===== config.mk =====
export PLATFORM = sky130hd
export DESIGN_NAME = lcd_char_responder
export DESIGN_NICKNAME = d
export VERILOG_FILES = /design/src/rtl/lcd_char_responder_pkg.sv /design/src/rtl/lcd_char_responder_ddram.sv /design/src/rtl/lcd_char_responder.sv
export SDC_FILE = /design/constraint.sdc
export NUM_CORES = 2
export LEC_CHECK = 0
export CORE_MARGIN = 2
export CORE_UTILIZATION = 45
export DETAILED_ROUTE_END_ITERATION = 10
export SETUP_SLACK_MARGIN = 0.02
export SYNTH_ARGS = -nofsm -noshare
export SYNTH_HDL_FRONTEND = slang
export SYNTH_SLANG_ARGS = --single-unit

===== constraint.sdc =====
create_clock -name clk -period 5 [get_ports clk]
set_clock_uncertainty 0.2 [all_clocks]
set_input_delay 1 -clock clk [delete_from_list [all_inputs] [get_ports clk]]
set_output_delay 1 -clock clk [all_outputs]
set_load 0.05 [all_outputs]

===== src/rtl/lcd_char_responder_pkg.sv =====
`default_nettype none
// +----------------------------------------------------------------------------+
// | Package   : lcd_char_responder_pkg                                         |
// | Purpose   : Shared constants for the LCD character responder: bus control  |
// |             bit positions, the blank character, FSM state encodings and    |
// |             the instruction-byte classifier.                               |
// | Revision  : 1.0 - initial release                                          |
// +----------------------------------------------------------------------------+
package lcd_char_responder_pkg;

    // lcd_ctrl bit positions
    localparam int c_RS_BIT = 0;    // 0 = instruction, 1 = data
    localparam int c_RW_BIT = 1;    // 0 = write, 1 = read

    localparam logic [7:0] c_CHAR_SPACE = 8'h20;

    // FSM state encodings
    localparam logic [1:0] c_ST_IDLE  = 2'd0;
    localparam logic [1:0] c_ST_CLEAR = 2'd1;
    localparam logic [1:0] c_ST_BUSY  = 2'd2;

    // Instruction classes
    localparam logic [2:0] c_OP_NOP    = 3'd0;  // 0x00 and function set
    localparam logic [2:0] c_OP_SET_AC = 3'd1;  // 1aaaaaaa
    localparam logic [2:0] c_OP_SHIFT  = 3'd2;  // 0001 S/C R/L xx
    localparam logic [2:0] c_OP_DISP   = 3'd3;  // 00001DCB
    localparam logic [2:0] c_OP_ENTRY  = 3'd4;  // 000001 I/D S
    localparam logic [2:0] c_OP_HOME   = 3'd5;  // 0000001x
    localparam logic [2:0] c_OP_CLEAR  = 3'd6;  // 00000001

    // Highest set bit of the instruction byte selects the instruction.
    function automatic logic [2:0] decode_instr(input logic [7:0] d);
        logic [2:0] op;
        op = c_OP_NOP;
        casez (d)
            8'b1???_????: op = c_OP_SET_AC;
            8'b001?_????: op = c_OP_NOP;
            8'b0001_????: op = c_OP_SHIFT;
            8'b0000_1???: op = c_OP_DISP;
            8'b0000_01??: op = c_OP_ENTRY;
            8'b0000_001?: op = c_OP_HOME;
            8'b0000_0001: op = c_OP_CLEAR;
            default:      op = c_OP_NOP;
        endcase
        return op;
    endfunction

endpackage
`default_nettype wire


===== src/rtl/lcd_char_responder_ddram.sv =====
`default_nettype none
// +----------------------------------------------------------------------------+
// | Module    : lcd_char_responder_ddram                                       |
// | Purpose   : Character RAM, 2**AW x 8. One synchronous write port and two   |
// |             synchronous read ports. A read of the address being written in |
// |             the same cycle returns the old byte.                           |
// | Ports     : clk                 clock                                      |
// |             i_we/i_waddr/i_wdata write port                                |
// |             i_raddr_a/o_rdata_a  bus read port (1-cycle latency)           |
// |             i_raddr_b/o_rdata_b  view read port (1-cycle latency)          |
// | Revision  : 1.0 - initial release                                          |
// +----------------------------------------------------------------------------+
module lcd_char_responder_ddram #(
    parameter int AW = 7
) (
    input  logic          clk,
    input  logic          i_we,
    input  logic [AW-1:0] i_waddr,
    input  logic [7:0]    i_wdata,
    input  logic [AW-1:0] i_raddr_a,
    output logic [7:0]    o_rdata_a,
    input  logic [AW-1:0] i_raddr_b,
    output logic [7:0]    o_rdata_b
);

    localparam int c_DEPTH = 1 << AW;

    logic [7:0] r_mem [0:c_DEPTH-1];
    logic [7:0] r_rdata_a;
    logic [7:0] r_rdata_b;

    always_ff @(posedge clk) begin
        if (i_we) begin
            r_mem[i_waddr] <= i_wdata;
        end
        r_rdata_a <= r_mem[i_raddr_a];
        r_rdata_b <= r_mem[i_raddr_b];
    end

    assign o_rdata_a = r_rdata_a;
    assign o_rdata_b = r_rdata_b;

endmodule
`default_nettype wire


===== src/rtl/lcd_char_responder.sv =====
`default_nettype none
// +----------------------------------------------------------------------------+
// | Module    : lcd_char_responder                                             |
// | Purpose   : LCD-side endpoint of the lcd_data/lcd_ctrl/lcd_enable bus.     |
// |             Decodes an HD44780-style instruction subset, keeps DDRAM and   |
// |             the address counter, and offers busy/AC readback plus a view   |
// |             port for a renderer.                                           |
// | Ports     : clk, rst            clock, synchronous active-high reset       |
// |             lcd_data[7:0]       instruction / data byte                    |
// |             lcd_ctrl[1:0]       [0]=RS, [1]=RW                             |
// |             lcd_enable          strobe, transfer commits on its fall       |
// |             lcd_rdata[7:0]      registered read data                       |
// |             busy                controller busy                            |
// |             disp_on/cursor_on/blink_on  display-control bits               |
// |             overrun             sticky: transfer arrived while busy        |
// |             view_addr/view_char DDRAM view port, 1-cycle latency           |
// | Revision  : 1.0 - initial release                                          |
// +----------------------------------------------------------------------------+
module lcd_char_responder
    import lcd_char_responder_pkg::*;
#(
    parameter int AW          = 7,      // DDRAM address width, at most 7
    parameter int BUSY_CYCLES = 20      // must be at least 1
) (
    input  logic          clk,
    input  logic          rst,
    input  logic [7:0]    lcd_data,
    input  logic [1:0]    lcd_ctrl,
    input  logic          lcd_enable,
    output logic [7:0]    lcd_rdata,
    output logic          busy,
    output logic          disp_on,
    output logic          cursor_on,
    output logic          blink_on,
    output logic          overrun,
    input  logic [AW-1:0] view_addr,
    output logic [7:0]    view_char
);

    localparam int                c_BCW       = (BUSY_CYCLES < 2) ? 1 : $clog2(BUSY_CYCLES + 1);
    localparam logic [c_BCW-1:0]  c_BUSY_LOAD = c_BCW'(BUSY_CYCLES);
    localparam logic [AW-1:0]     c_LAST_ADDR = {AW{1'b1}};

    logic [1:0]       r_state;
    logic             r_en_q;
    logic [AW-1:0]    r_clr_cnt;
    logic [c_BCW-1:0] r_busy_cnt;
    logic [AW-1:0]    r_ac;
    logic             r_id;
    logic             r_disp;
    logic             r_cursor;
    logic             r_blink;
    logic             r_overrun;
    logic [7:0]       r_rdata;

    logic             w_fall;
    logic             w_rs;
    logic             w_rw;
    logic             w_idle;
    logic             w_status_rd;
    logic [2:0]       w_op;
    logic [AW-1:0]    w_ac_inc;
    logic [AW-1:0]    w_ac_dec;
    logic [AW-1:0]    w_ac_next;
    logic [7:0]       w_status;
    logic             w_we;
    logic [AW-1:0]    w_waddr;
    logic [7:0]       w_wdata;
    logic [7:0]       w_bus_q;

    assign w_fall      = r_en_q & ~lcd_enable;
    assign w_rs        = lcd_ctrl[c_RS_BIT];
    assign w_rw        = lcd_ctrl[c_RW_BIT];
    assign w_idle      = (r_state == c_ST_IDLE);
    assign w_status_rd = w_rw & ~w_rs;
    assign w_op        = decode_instr(lcd_data);

    // AC arithmetic wraps naturally at AW bits
    assign w_ac_inc  = r_ac + AW'(1);
    assign w_ac_dec  = r_ac - AW'(1);
    assign w_ac_next = r_id ? w_ac_inc : w_ac_dec;

    // AC is zero-extended into the low seven status bits
    assign w_status = {~w_idle, 7'(r_ac)};

    // Single write port shared by the clear sweep and bus data writes;
    // the two never coincide because bus writes are only taken in IDLE.
    always_comb begin
        w_we    = 1'b0;
        w_waddr = r_ac;
        w_wdata = lcd_data;
        if (r_state == c_ST_CLEAR) begin
            w_we    = 1'b1;
            w_waddr = r_clr_cnt;
            w_wdata = c_CHAR_SPACE;
        end else if (w_fall && w_idle && !w_rw && w_rs) begin
            w_we = 1'b1;
        end
    end

    lcd_char_responder_ddram #(
        .AW (AW)
    ) u_ddram (
        .clk       (clk),
        .i_we      (w_we),
        .i_waddr   (w_waddr),
        .i_wdata   (w_wdata),
        .i_raddr_a (r_ac),
        .o_rdata_a (w_bus_q),
        .i_raddr_b (view_addr),
        .o_rdata_b (view_char)
    );

    always_ff @(posedge clk) begin
        if (rst) begin
            r_state    <= c_ST_CLEAR;
            r_en_q     <= 1'b0;
            r_clr_cnt  <= '0;
            r_busy_cnt <= '0;
            r_ac       <= '0;
            r_id       <= 1'b1;
            r_disp     <= 1'b0;
            r_cursor   <= 1'b0;
            r_blink    <= 1'b0;
            r_overrun  <= 1'b0;
            r_rdata    <= '0;
        end else begin
            r_en_q <= lcd_enable;

            // Read data follows the bus while the strobe is high
            if (lcd_enable && w_rw) begin
                if (!w_rs) begin
                    r_rdata <= w_status;
                end else if (w_idle) begin
                    r_rdata <= w_bus_q;
                end
            end

            if (w_fall && !w_idle && !w_status_rd) begin
                r_overrun <= 1'b1;
            end

            case (r_state)
                c_ST_CLEAR: begin
                    if (r_clr_cnt == c_LAST_ADDR) begin
                        r_state    <= c_ST_BUSY;
                        r_busy_cnt <= c_BUSY_LOAD;
                        r_ac       <= '0;
                        r_id       <= 1'b1;
                    end else begin
                        r_clr_cnt <= r_clr_cnt + AW'(1);
                    end
                end

                c_ST_BUSY: begin
                    if (r_busy_cnt <= c_BCW'(1)) begin
                        r_state <= c_ST_IDLE;
                    end else begin
                        r_busy_cnt <= r_busy_cnt - c_BCW'(1);
                    end
                end

                c_ST_IDLE: begin
                    if (w_fall && !w_status_rd) begin
                        r_state    <= c_ST_BUSY;
                        r_busy_cnt <= c_BUSY_LOAD;
                        if (w_rw || w_rs) begin
                            // data read or data write: step AC per I/D
                            r_ac <= w_ac_next;
                        end else begin
                            case (w_op)
                                c_OP_SET_AC: r_ac <= lcd_data[AW-1:0];
                                c_OP_SHIFT: begin
                                    // display shift (S/C=1) is not modelled
                                    if (!lcd_data[3]) begin
                                        r_ac <= lcd_data[2] ? w_ac_inc : w_ac_dec;
                                    end
                                end
                                c_OP_DISP: begin
                                    r_disp   <= lcd_data[2];
                                    r_cursor <= lcd_data[1];
                                    r_blink  <= lcd_data[0];
                                end
                                // S has no observable effect, only I/D is kept
                                c_OP_ENTRY:  r_id <= lcd_data[1];
                                c_OP_HOME:   r_ac <= '0;
                                c_OP_CLEAR: begin
                                    r_state   <= c_ST_CLEAR;
                                    r_clr_cnt <= '0;
                                end
                                default: ;
                            endcase
                        end
                    end
                end

                default: begin
                    r_state   <= c_ST_CLEAR;
                    r_clr_cnt <= '0;
                end
            endcase
        end
    end

    assign busy      = ~w_idle;
    assign disp_on   = r_disp;
    assign cursor_on = r_cursor;
    assign blink_on  = r_blink;
    assign overrun   = r_overrun;
    assign lcd_rdata = r_rdata;

endmodule
`default_nettype wire

## Word-level counts from Yosys, hierarchy flattened

Memories as Yosys holds them, arrays and structs flattened. A register that Yosys moved wholly into a read port is not among the register bits.
Cells that the tools add are included.

- Output and inout bits: 21
- Flip-flop bits (word level): 35
- RAM bits: 1024
- Logic and storage cells: 107
- Input bits: 20
- Memories: 1

- Mux-type cells: 37
- Equal/unequal tests: 25
- Add/sub/neg operators: 4
- Order comparisons: 1
- Bitwise logic cells: 7
- Reductions and logical operators: 21

Memories:

| memory | words | bits a word | read ports | clocked after memory_dff | wr ports | line | source |
|---|---|---|---|---|---|---|---|
| u_ddram.r_mem | 128 | 8 | 2 | 2 | 1 | lcd_char_responder_ddram.sv:28 | `logic [7:0] r_mem [0:c_DEPTH-1];` |

Operators by type and width:

| operator | count |
|---|---|
| 7-bit two-way mux | 11 |
| 7-bit case mux with 3 select lines | 2 |
| 8-bit two-way mux | 3 |
| 3-bit case mux with 6 select lines | 1 |
| 5-bit two-way mux | 3 |
| 5-bit case mux with 3 select lines | 1 |
| 5-bit AND reduction | 3 |
| 7-bit by 1-bit adder with 7-bit output (second input constant) | 2 |
| 7-bit case mux with 2 select lines | 1 |
| 2-bit two-way mux | 5 |
| 2-bit by 1-bit inequality test with 1-bit output (second input constant) | 5 |
| 3-bit == test (second input constant) | 3 |
| 8-bit by 1-bit == test with 1-bit output (second input constant) | 1 |
| 1-bit two-way mux | 8 |
| 2-bit inequality test (second input constant) | 4 |
| 4-bit AND reduction | 2 |
| 7-bit by 1-bit == test with 1-bit output (second input constant) | 1 |
| 7-bit == test (second input constant) | 1 |
| 1-bit logical AND | 7 |
| 7-bit by 1-bit subtractor with 7-bit output (second input constant) | 1 |
| 3-bit by 2-bit == test with 1-bit output (second input constant) | 2 |
| 6-bit by 1-bit == test with 1-bit output (second input constant) | 1 |
| 2-bit case mux with 3 select lines | 1 |
| 5-bit by 1-bit == test with 1-bit output (second input constant) | 1 |
| other kinds (18) | 25 |

## Depth between registers and ports, before layout

- Depth in word-level cells: 9
- Mapped depth: 13
- Gate-level depth less buffers: 8

## Cells and area by module

A second synthesis with hierarchy kept.

- Cell total of the unflattened synthesis: 2358
- Area total of the unflattened synthesis: 50115.6 um^2

Modules (own cells, without submodules):

| module | cells an instance | area an instance (um^2) | seq. area each (um^2) | instances |
|---|---|---|---|---|
| lcd_char_responder_ddram | 2063 | 47848.4 | 31069.8 | 1 |
| lcd_char_responder | 295 | 2267.2 | 700.7 | 1 |

## Least setup slack after synthesis

No wires, ideal clock.

- Path type: flip-flop to flip-flop
- Start point: register r_state[0]
- End point: memory u_ddram.r_mem[0][0], data pin
- Data arrival time: 3025 ps
- Period minus slack after synthesis: 3759 ps
- Slack: 1241 ps
- Stages on the path, launching flop included: 7
- Buffers on the path: 4
- Required time: 4265 ps
- Library setup time: 535 ps
- Cell sequence: dfxtp_1 clkbuf_1 nand2b_1 clkbuf_1 clkbuf_1 clkbuf_1 and2_1

- Cells in the longest elaborated chain, start to end: 2

RTL lines:

| what | line | source |
|---|---|---|
| start, declared | lcd_char_responder.sv:44 | `logic [1:0] r_state;` |
| start signal, assigned | lcd_char_responder.sv:116 | `r_state <= c_ST_CLEAR;` |
| start signal, assigned | lcd_char_responder.sv:146 | `r_state <= c_ST_BUSY;` |
| start signal, assigned | lcd_char_responder.sv:157 | `r_state <= c_ST_IDLE;` |
| 2-bit by 1-bit == test with 1-bit output | lcd_char_responder.sv:92 | `if (r_state == c_ST_CLEAR) begin` |
| 8-bit two-way mux | lcd_char_responder.sv:92 |  |
| via u_ddram.i_wdata[0] | lcd_char_responder_ddram.sv:19 | `input logic [7:0] i_wdata,` |
| end, declared | lcd_char_responder_ddram.sv:28 |  |

The timed path passes the listed nets, and every way through them passes these cells.

## Final worst setup path

- Start point: register r_state[1]
- End point: output busy

- Cells in the longest elaborated chain, start to end: 2

RTL lines:

| what | line | source |
|---|---|---|
| 2-bit logical NOT | lcd_char_responder.sv:74 | `assign w_idle = (r_state == c_ST_IDLE);` |
| 1-bit NOT | lcd_char_responder.sv:205 | `assign busy = ~w_idle;` |
| end, declared | lcd_char_responder.sv:31 | `output logic busy,` |

No other way between the ends.

==> impl_metrics.json <==
{
  "die-width_um": 339,
  "p_clk_frac": 0.448,
  "relSlewSlack": 0.0580,
  "synth_edf_count": 1024,
  "antenna_cells": 0,
  "sequentialPowerShare": 0.518,
  "internal_power_w": 0.0149,
  "p_leak_nw": 16.3,
  "io_pins": 41,
  "dieArea_sq_um": 115000,
  "yosys.cell_types.count": 66,
  "grt_pass1_wl_mm": 236,
  "synth_area_sq_um": 50500,
  "syn_inst": 2653,
  "drt_iter0_drc": 4989,
  "drive_gt1_frac": 0.353,
  "num_rows": 122,
  "reg2reg_to": "u_ddram.o_rdata_a[4]",
  "power.switching_w": 0.00398,
  "path_max_fanout": 12,
  "start_kind": "flip-flop",
  "cts_resized": 0,
  "drv_slew": 0,
  "yosys.area_share.adder": 0.00124,
  "final_nets": 2896,
  "cp.required_ns": 3.80,
  "cts_buffers": 113,
  "critPathKind": "flip-flop to output pin",
  "drc": 0,
  "syn-num-nets": 2678,
  "setup_viol": 0,
  "status": "complete, no violations",
  "timing.max_cap.violations": 0,
  "grt_usage": 0.294,
  "first_pass_iters": 5,
  "final_core_util": 0.523,
  "power_frac_comb": 0.034,
  "ant_nets": 0,
  "synth.area.top_cells": "edfxtp_1 (61%), mux4_2 (25%), mux2i_1 (2.6%), dfxtp_1 (2.0%), nor2_1 (1.4%)",
  "synth_top_area_frac": 0.608,
  "rsz0062_at_grt": "no",
  "cts_max_path_buffers": 3,
  "final_hold_viol_count": 0,
  "clk_pin_slew_ns": 0.06,
  "cts-hold-fix-buffers": 0,
  "initial_utilization": 0.455,
  "peakVddDrop_uv": 300,
  "cts_sinks": 1075,
  "grt_pass1_vias": 29800,
  "synth_compound_area_frac": 0.0306,
  "hp-start": "overrun",
  "cts_root_buf": "clkbuf_16",
  "place_hpwl_mm": 111,
  "period_share": 0.838,
  "drt_wl_total_mm": 169,
  "powerDensity_nw_per_um2": 326,
  "ys_warn_count": 0,
  "final_cell_mix": "edfxtp_1 (1024), mux4_2 (564), buf_4 (243), nor2_1 (181), mux2i_1 (132)",
  "final_common_cell": "edfxtp_1",
  "clk_latency_ns": 0.70,
  "worst_r2r_path_depth": 5,
  "dr_total_vias": 30600,
  "critPathArrivalTime_ns": 2.99,
  "avgViaCountPerCell": 6.87,
  "synth_mux_area_frac": 0.282,
  "tns_ns": 0,
  "chipHeight_um": 339,
  "synth_xor_area_frac": 0.00260,
  "endpoint_kind": "output pin",
  "area_delta_synth_final_pct": 14.7,
  "gr-total-overflow": 0,
  "grt_start_max_net_pins": 115,
  "max_freq_mhz": 239,
  "place.port_buffers": 40,
  "r2r_slack_ns": 0.86,
  "min_delay_path_depth": 2,
  "ys.flop_type": "edfxtp_1",
  "swShare": 0.211,
  "gp_congestion": 0.927,
  "cts_tree": "done",
  "hp-class": "flip-flop to flip-flop",
  "cts_setup_buffers": 0,
  "synthSimpleGateAreaFrac": 0.0365,
  "synth_area_leader_cell": "edfxtp_1",
  "hold_end": "overrun",
  "seq_area_frac_synth": 0.629,
  "syn_avg_cell_area_sq_um": 19.0,
  "core-area_sq_um": 111000,
  "synth_seq_cells": 1075,
  "synth_top_family_by_area": "multiplexers",
  "synth-async-reset-ratio": 0,
  "htree_levels": 3,
  "avgRoutedWirePerCell_um": 38.0,
  "worst_pin_slew_ns": 1.41,
  "antenna_found_initial": 9,
  "r2r_start": "r_ac[0]",
  "final.min_clock_period_ns": 4.19
}
## kinds of logic after synthesis
family,after synthesis
XOR/XNOR,15
AO/OA/AOI/OAI,222
flip-flops,1075
adder cells (fa/ha/maj),5
buffers and inverters,214
AND/OR/NAND/NOR,406
multiplexers,716
## stage by stage
step / instance area (sq um) / setup slack, ns / total power (W) / hold WS (ns) / std cells
after floorplan: 50500 / 1.24 / 0.0103 / 0.295 / 2653
after global placement: 54300 / 0.722 / 0.0106 / 0.250 / 4244
after detailed placement: 54300 / 0.731 / 0.0106 / 0.262 / 4244
after CTS: 58000 / 0.849 / 0.0190 / 0.278 / 4456
after global routing: 58000 / 0.696 / 0.0193 / 0.297 / 4456
final: 58000 / 0.812 / 0.0189 / 0.277 / 4456
## metal layers
| metal | wire (um) | part of all wire | GRT usage | vias to the layer above |
|---|---|---|---|---|
| li1 | - | - | - | 11800 |
| met1 | 64800 | 0.38 | 0.413 | 16200 |
| met2 | 77400 | 0.46 | 0.446 | 2243 |
| met3 | 19700 | 0.12 | 0.0686 | 378 |
| met4 | 7440 | 0.044 | 0.117 | 6 |
| met5 | 41 | 0.00024 | 0 | - |
## synthesized netlist by cell type (all sizes together), types with 5 or more instances
| cell type | instances |
|---|---|
| mux4 | 564 |
| xor2 | 9 |
| a21oi | 43 |
| a31oi | 19 |
| o21ai | 26 |
| and2 | 14 |
| a32oi | 6 |
| o22ai | 7 |
| nor2 | 182 |
| xnor2 | 6 |
| nand2 | 91 |
| mux2 | 20 |
| clkbuf | 89 |
| nand3 | 24 |
| nor2b | 16 |
| a22oi | 30 |
| dfxtp | 51 |
| ha | 5 |
| o31ai | 6 |
| a311oi | 7 |
| a221oi | 9 |
| nor3 | 13 |
| buf | 115 |
| and3 | 6 |
| mux2i | 132 |
| a211oi | 21 |
| o221ai | 8 |
| edfxtp | 1024 |
| nand3b | 8 |
| nor4 | 5 |
| inv | 7 |
| nand2b | 25 |
## critical path: stages, from the launching register on
cell	delay [ns]
dfxtp_1	0.44
nor2_1	0.54
clkinv_1	0.50
clkdlybuf4s50_1	0.82
## power groups by stage
stage               registers, W  clock network [W]  logic, W
floorplan                0.00998                  0  0.000371
global placement         0.00996                  0  0.000630
detailed placement       0.00996                  0  0.000632
CTS                      0.00977            0.00855  0.000636
global route             0.00977            0.00888  0.000661
finish                   0.00977            0.00846  0.000641
## sequential cells by signal, summed over array words and instances (netlist names)
| register | cells |
|---|---|
| r_clr_cnt | 7 |
| r_en_q | 1 |
| lcd_rdata | 8 |
| blink_on | 1 |
| cursor_on | 1 |
| disp_on | 1 |
| r_busy_cnt | 5 |
| r_state | 2 |
| r_ac | 7 |
| u_ddram.o_rdata_a | 8 |
| u_ddram.o_rdata_b | 8 |
| r_id | 1 |
| u_ddram.r_mem | 1024 |
| overrun | 1 |
## worst max path at each step
stage / to / startpoint / cells past startpoint
2_1_floorplan: u_ddram.r_mem[0][0] / r_state[0] / 6
3_3_place_gp: u_ddram.o_rdata_b[6] / view_addr[0] / 6
3_5_place_dp: u_ddram.o_rdata_b[6] / view_addr[0] / 6
4_1_cts: busy / r_state[1] / 3
5_1_grt: busy / r_state[1] / 3
6_report: busy / r_state[1] / 3
## final cells by class
cell class              count  area [sq um]
multi-input cells        1364         17900
well taps                1488          1860
repair buffers            307          2730
clock buffers             144          3070
inverters                  10          37.5
clock inverters            68           639
fillers                  8780         53000
flip-flops and latches   1075         31800
(Power assumes the default switching activity.)
